===== config.mk =====
export PLATFORM = sky130hd
export DESIGN_NAME = sd_wr_ctrl
export DESIGN_NICKNAME = d
export VERILOG_FILES = /design/src/rtl/sd_pkg.sv /design/src/rtl/sd_sync_edge.sv /design/src/rtl/sd_wr_ctrl.sv
export SDC_FILE = /design/constraint.sdc
export NUM_CORES = 1
export LEC_CHECK = 0
export ABC_AREA = 1
export CAP_MARGIN = 20
export CORE_MARGIN = 1
export CORE_UTILIZATION = 40
export CTS_BUF_LIST = sky130_fd_sc_hd__clkbuf_4
export DETAILED_ROUTE_END_ITERATION = 6
export PLACE_DENSITY = 0.78
export SLEW_MARGIN = 20
export SYNTH_ARGS = -nofsm -noshare
export SYNTH_HDL_FRONTEND = slang
export SYNTH_HIERARCHICAL = 1
export SYNTH_SLANG_ARGS = --single-unit

===== constraint.sdc =====
create_clock -name clk -period 2.5 [get_ports clk]
set_input_delay 0.375 -clock clk [delete_from_list [all_inputs] [get_ports clk]]
set_output_delay 0.375 -clock clk [all_outputs]
set_load 0.05 [all_outputs]

===== src/rtl/sd_pkg.sv =====
// sd_pkg: definitions shared by the SD-card sector read and write controls.
// Both controls import the defaults below so that the recorder and the player
// agree on the sector size and on the frame/file layout.
package sd_pkg;

  localparam int SD_SECTOR_BYTES      = 512;
  localparam int SD_SECTOR_WORDS      = SD_SECTOR_BYTES / 2;  // 16-bit FIFO words
  localparam int SD_SECTORS_PER_FRAME = 8228;
  localparam int SD_FRAMES_PER_FILE   = 180;

  // Sector sequencing states shared by the read and write controls.
  typedef enum logic [2:0] {
    ST_IDLE,
    ST_WAIT_DATA,
    ST_START,
    ST_BUSY,
    ST_NEXT
  } sd_state_e;

endpackage


===== src/rtl/sd_sync_edge.sv =====
// sd_sync_edge: brings a level from another clock domain into clk through a
// two-flop synchroniser. A third flop holds the previous synchronised value
// so that single-cycle rise and fall pulses can be produced.
//   clk, rst_n : clock, asynchronous active-low reset
//   d_i        : asynchronous input level
//   level_o    : synchronised level
//   rise_o     : one-cycle pulse on a synchronised 0->1 transition
//   fall_o     : one-cycle pulse on a synchronised 1->0 transition
module sd_sync_edge (
  input  logic clk,
  input  logic rst_n,
  input  logic d_i,
  output logic level_o,
  output logic rise_o,
  output logic fall_o
);

  // [0] first (metastable) stage, [1] synchronised level, [2] previous level.
  logic [2:0] sync_q;

  // NOTE: sequential state is assigned with non-blocking (<=) so every flop
  // samples the pre-edge value of its neighbour and the chain shifts by one.
  always_ff @(posedge clk or negedge rst_n) begin
    if (!rst_n) begin
      sync_q <= 3'b000;
    end else begin
      sync_q <= {sync_q[1:0], d_i};
    end
  end

  assign level_o = sync_q[1];
  assign rise_o  = sync_q[1] & ~sync_q[2];
  assign fall_o  = ~sync_q[1] & sync_q[2];

endmodule


===== src/rtl/sd_wr_ctrl.sv =====
// sd_wr_ctrl: sequences SD-card sector writes while recording video frames.
// It waits until the write FIFO holds a full sector, starts the SD write
// engine for one sector, waits for the engine to finish and then advances
// the sector address and the sector/frame counters. A stop request is only
// honoured at a frame boundary so the card never holds a partial frame.
//   clk, rst_n        : clock, asynchronous active-low reset
//   rec_start         : pulse, starts a recording (ignored while active)
//   rec_stop          : pulse, stop at the next frame boundary
//   wr_addr_base      : first sector of the file, sampled on accepted start
//   fifo_rd_cnt       : words available in the write FIFO
//   wr_busy           : SD write engine busy level (asynchronous)
//   wr_start_en       : one-cycle start pulse to the SD write engine
//   wr_sec_addr       : sector address of the current write
//   write_sector_cnt  : sector index within the frame
//   write_frame_cnt   : frame index within the file
//   frame_write_over  : pulse after the last sector of a frame
//   file_write_over   : pulse after the last frame of the file
//   rec_active        : high while a recording is in progress
module sd_wr_ctrl
  import sd_pkg::*;
#(
  parameter int SECTORS_PER_FRAME = SD_SECTORS_PER_FRAME,
  parameter int FRAMES_PER_FILE   = SD_FRAMES_PER_FILE,
  parameter int SECTOR_WORDS      = SD_SECTOR_WORDS,
  parameter int FIFO_CNT_W        = 12
) (
  input  logic                  clk,
  input  logic                  rst_n,
  input  logic                  rec_start,
  input  logic                  rec_stop,
  input  logic [31:0]           wr_addr_base,
  input  logic [FIFO_CNT_W-1:0] fifo_rd_cnt,
  input  logic                  wr_busy,
  output logic                  wr_start_en,
  output logic [31:0]           wr_sec_addr,
  output logic [15:0]           write_sector_cnt,
  output logic [7:0]            write_frame_cnt,
  output logic                  frame_write_over,
  output logic                  file_write_over,
  output logic                  rec_active
);

  localparam logic [FIFO_CNT_W-1:0] SECTOR_WORDS_C = FIFO_CNT_W'(SECTOR_WORDS);
  localparam logic [15:0]           LAST_SECTOR    = 16'(SECTORS_PER_FRAME - 1);
  localparam logic [7:0]            LAST_FRAME     = 8'(FRAMES_PER_FILE - 1);

  sd_state_e   state_q, state_d;
  logic [31:0] addr_q, addr_d;
  logic [15:0] sector_q, sector_d;
  logic [7:0]  frame_q, frame_d;
  logic        start_q, start_d;
  logic        frame_over_q, frame_over_d;
  logic        file_over_q, file_over_d;
  logic        active_q, active_d;
  logic        stop_req_q, stop_req_d;

  logic busy_fall;
  logic busy_rise_unused;
  logic busy_level_unused;

  sd_sync_edge u_busy_sync (
    .clk    (clk),
    .rst_n  (rst_n),
    .d_i    (wr_busy),
    .level_o(busy_level_unused),
    .rise_o (busy_rise_unused),
    .fall_o (busy_fall)
  );

  // NOTE: every signal written here gets a default first, so no path through
  // the case statement leaves one unassigned and no latch is inferred.
  always_comb begin
    state_d      = state_q;
    addr_d       = addr_q;
    sector_d     = sector_q;
    frame_d      = frame_q;
    frame_over_d = 1'b0;
    file_over_d  = 1'b0;

    unique case (state_q)
      ST_IDLE: begin
        // A rec_stop arriving together with rec_start is simply not looked at.
        if (rec_start) begin
          addr_d   = wr_addr_base;
          sector_d = '0;
          frame_d  = '0;
          state_d  = ST_WAIT_DATA;
        end
      end
      ST_WAIT_DATA: begin
        if (fifo_rd_cnt >= SECTOR_WORDS_C) state_d = ST_START;
      end
      ST_START: begin
        state_d = ST_BUSY;
      end
      ST_BUSY: begin
        // No timeout: the engine is trusted to finish every sector it starts.
        if (busy_fall) state_d = ST_NEXT;
      end
      ST_NEXT: begin
        addr_d = addr_q + 32'd1;
        if (sector_q == LAST_SECTOR) begin
          sector_d     = '0;
          frame_over_d = 1'b1;
          if (frame_q == LAST_FRAME) begin
            file_over_d = 1'b1;
            frame_d     = '0;
            state_d     = ST_IDLE;
          end else begin
            frame_d = frame_q + 8'd1;
            state_d = stop_req_q ? ST_IDLE : ST_WAIT_DATA;
          end
        end else begin
          sector_d = sector_q + 16'd1;
          state_d  = ST_WAIT_DATA;
        end
      end
      default: state_d = ST_IDLE;
    endcase

    // Registered from the next state so the start pulse and rec_active line
    // up exactly with the START state and the non-IDLE states.
    start_d  = (state_d == ST_START);
    active_d = (state_d != ST_IDLE);

    // Entering IDLE always wins over a stop arriving in the same cycle.
    if (state_d == ST_IDLE) begin
      stop_req_d = 1'b0;
    end else if (state_q != ST_IDLE && rec_stop) begin
      stop_req_d = 1'b1;
    end else begin
      stop_req_d = stop_req_q;
    end
  end

  always_ff @(posedge clk or negedge rst_n) begin
    if (!rst_n) begin
      state_q      <= ST_IDLE;
      addr_q       <= '0;
      sector_q     <= '0;
      frame_q      <= '0;
      start_q      <= 1'b0;
      frame_over_q <= 1'b0;
      file_over_q  <= 1'b0;
      active_q     <= 1'b0;
      stop_req_q   <= 1'b0;
    end else begin
      state_q      <= state_d;
      addr_q       <= addr_d;
      sector_q     <= sector_d;
      frame_q      <= frame_d;
      start_q      <= start_d;
      frame_over_q <= frame_over_d;
      file_over_q  <= file_over_d;
      active_q     <= active_d;
      stop_req_q   <= stop_req_d;
    end
  end

  assign wr_start_en      = start_q;
  assign wr_sec_addr      = addr_q;
  assign write_sector_cnt = sector_q;
  assign write_frame_cnt  = frame_q;
  assign frame_write_over = frame_over_q;
  assign file_write_over  = file_over_q;
  assign rec_active       = active_q;

endmodule


==> metrics <==
worst-margin pin slew=0.635 ns; setup_tns=0 ns; family with the most delay on the worst path=buffers and inverters; # hold bufs at CTS=1; Final WS setup=0.272 ns; Crit Path Class=reg2out; max-cap viol count=0; worst setup path end=wr_sec_addr[2]; vias=around 4500; DR WL/cell=14.1 µm; H-tree depth=3; Hold/Removal Path Class=in2reg; TritonRoute pass-1 iters=7; Rows=37; period utilisation layout=89.1%; status=finished with violations; Gates resized, CTS repair=0; CP max FO=8; cell area after placement=5350 µm²; Starting DRT DRC Count=about 250; Synth Cell Area=4210 µm²; P&R area growth vs syn=31.3%; die area=10900 µm²; CP Launch Type=flop; Max Clk Rate=0.449 GHz; Overall Global Routing Usage=between 20% and 30%; vias per std cell=5.21; share of cells above drive strength 1=6.41%; Peak VDD IR=664 µV; P per Cell Area=around 1100 nW/µm²; die height=105 µm; DRC Markers=1; Routed Antenna Nets=0; reg-to-reg startpoint=wr_sec_addr[1]; Mapped Avg Cell Area=~6.7 µm²; CTS tree=done; IO Count=around 110; most used routing layer=met2; final hold violations=0; clock root buffer=clkbuf_4; worst path cell trace=clkdlybuf4s50_1; Worst slew margin=just under 60%; Final setup viols=0; Post-CTS Setup Bufs=0; failing checks=design-rule violations; Port-buffer cells=100; reg2reg setup slack=0.60 ns; CP Launch Point=wr_sec_addr[2]; Die Wd=roughly 100 µm; number of diodes=0; critical path required time=around 2.1 ns; met3 Resource Use GR=under 10%; post-DP HPWL=8970 µm; CTS Sinks=between 60 and 70; RSZ-0062 raised after global routing=false; Period minus WS final=2.23 ns; Clk pin slew, worst setup/hold paths=0.14 ns; clk buf depth=2; core area=between 10000 and 15000 µm²; vias in the first global route=4388; initial antenna violation count=0; CP bufs+invs=1; clock latency on the worst-skew pair=0.44 ns; number of fill cells in the layout=a little over 1000; reg-to-reg endpoint=wr_sec_addr[30]; fin nets=780; Slew Limit Fails=0; Syn Inst Count=about 620; TritonCTS Buffers=9; grt met2 use=39.4%; final instance area=about 5500 µm²; first-pass GRT wire length=20900 µm; dpl ws=0.647 ns; Worst path slowest cell=clkdlybuf4s50_1; r2r worst-path depth=10; largest net degree at the start of global routing=42; Worst EP arrival=between 1.5 and 2 ns; grt total ovfl=0; M1 GR Usage=a little under a third; CP Depth=1; crit-path max cell delay=0.87 ns; gpl congestion=0.943; total detailed-routing wirelength=12300 µm; Initial Util=about two fifths; syn nets=676; Fin Clk Skew=approximately 0.016 ns; nature of the critical path endpoint=primary output; LEAKAGE=2.36 nW; Yosys warning count=6
==> where the power goes <==
part,total (mW),internal (mW),leakage [nW],switching [mW]
clock,0.869,0.411,0.0827,0.458
sequential,2.06,1.48,0.853,0.589
combinational,3.42,1.12,1.43,2.30
==> worst min path at each step <==
stage               slack, ns  cells after the start                     to                   from
CTS                      0.34                      1  u_busy_sync/sync_q[0]                wr_busy
detailed placement       0.33                      0  u_busy_sync/sync_q[1]  u_busy_sync/sync_q[0]
floorplan                0.08                      0        file_write_over                  rst_n
finish                   0.35                      1  u_busy_sync/sync_q[0]                wr_busy
global route             0.34                      1  u_busy_sync/sync_q[0]                wr_busy
global placement         0.33                      0  u_busy_sync/sync_q[1]  u_busy_sync/sync_q[0]
==> placed cells by master, fill, tap and decap left out, types with 2 or more instances in the layout <==
| cell type | count |
|---|---|
| clkbuf_4 | 9 |
| nor2_1 | 101 |
| a21oi_1 | 7 |
| o21ai_0 | 26 |
| buf_4 | 6 |
| o21ai_2 | 2 |
| nand3b_1 | 6 |
| nand2_1 | 194 |
| inv_1 | 57 |
| nand2_2 | 2 |
| xor2_1 | 7 |
| nand3_1 | 69 |
| clkdlybuf4s50_1 | 99 |
| o211ai_1 | 7 |
| o21ai_1 | 7 |
| nor2_2 | 4 |
| nor2_4 | 2 |
| or2_2 | 5 |
| inv_2 | 5 |
| ha_1 | 3 |
| clkinv_4 | 2 |
| clkinvlp_4 | 2 |
| bufinv_16 | 2 |
| dfrtp_1 | 67 |
| nand4_1 | 13 |
| nor3_1 | 9 |
| xnor2_1 | 2 |
| o22ai_1 | 7 |
| o31ai_1 | 2 |
==> per-stage QoR <==
| step | total power, mW | hold slack, ns | std cells | utilization [%] |
|---|---|---|---|---|
| 6_report | 6.36 | 0.354 | 869 | 53.8 |
| 5_1_grt | 6.76 | 0.344 | 869 | 53.8 |
| 4_1_cts | 6.37 | 0.342 | 869 | 53.8 |
| 3_5_place_dp | 5.49 | 0.335 | 852 | 52.0 |
| 3_3_place_gp | 5.43 | 0.334 | 852 | 52.0 |
| 2_1_floorplan | 4.30 | 0.0794 | 624 | - |
==> final cells by class <==
class	count	area (µm²)	share of cell area, %
inverters	62	233	4.21
multi-input cells	480	2210	40.0
clock inverters	7	101	1.83
repair buffers	108	1070	19.4
clock buffers	9	67.6	1.22
flip-flops and latches	67	1680	30.3
well taps	136	170	3.08
==> flip-flops by register name (all words and copies together), names as in the netlist <==
name and flops:
rec_active 1, frame_write_over 1, wr_start_en 1, write_frame_cnt 8, u_busy_sync/sync_q 3, state_q 3, write_sector_cnt 16, wr_sec_addr 32
stop_req_q 1, file_write_over 1
==> layer usage <==
| metal | wire length, µm | up-vias |
|---|---|---|
| met5 | 0 | - |
| met4 | 333 | 0 |
| met3 | 877 | 32 |
| met2 | 5830 | 180 |
| met1 | 5250 | 2081 |
| li1 | - | 2235 |
Note: power is estimated with default switching activity, not from simulation.
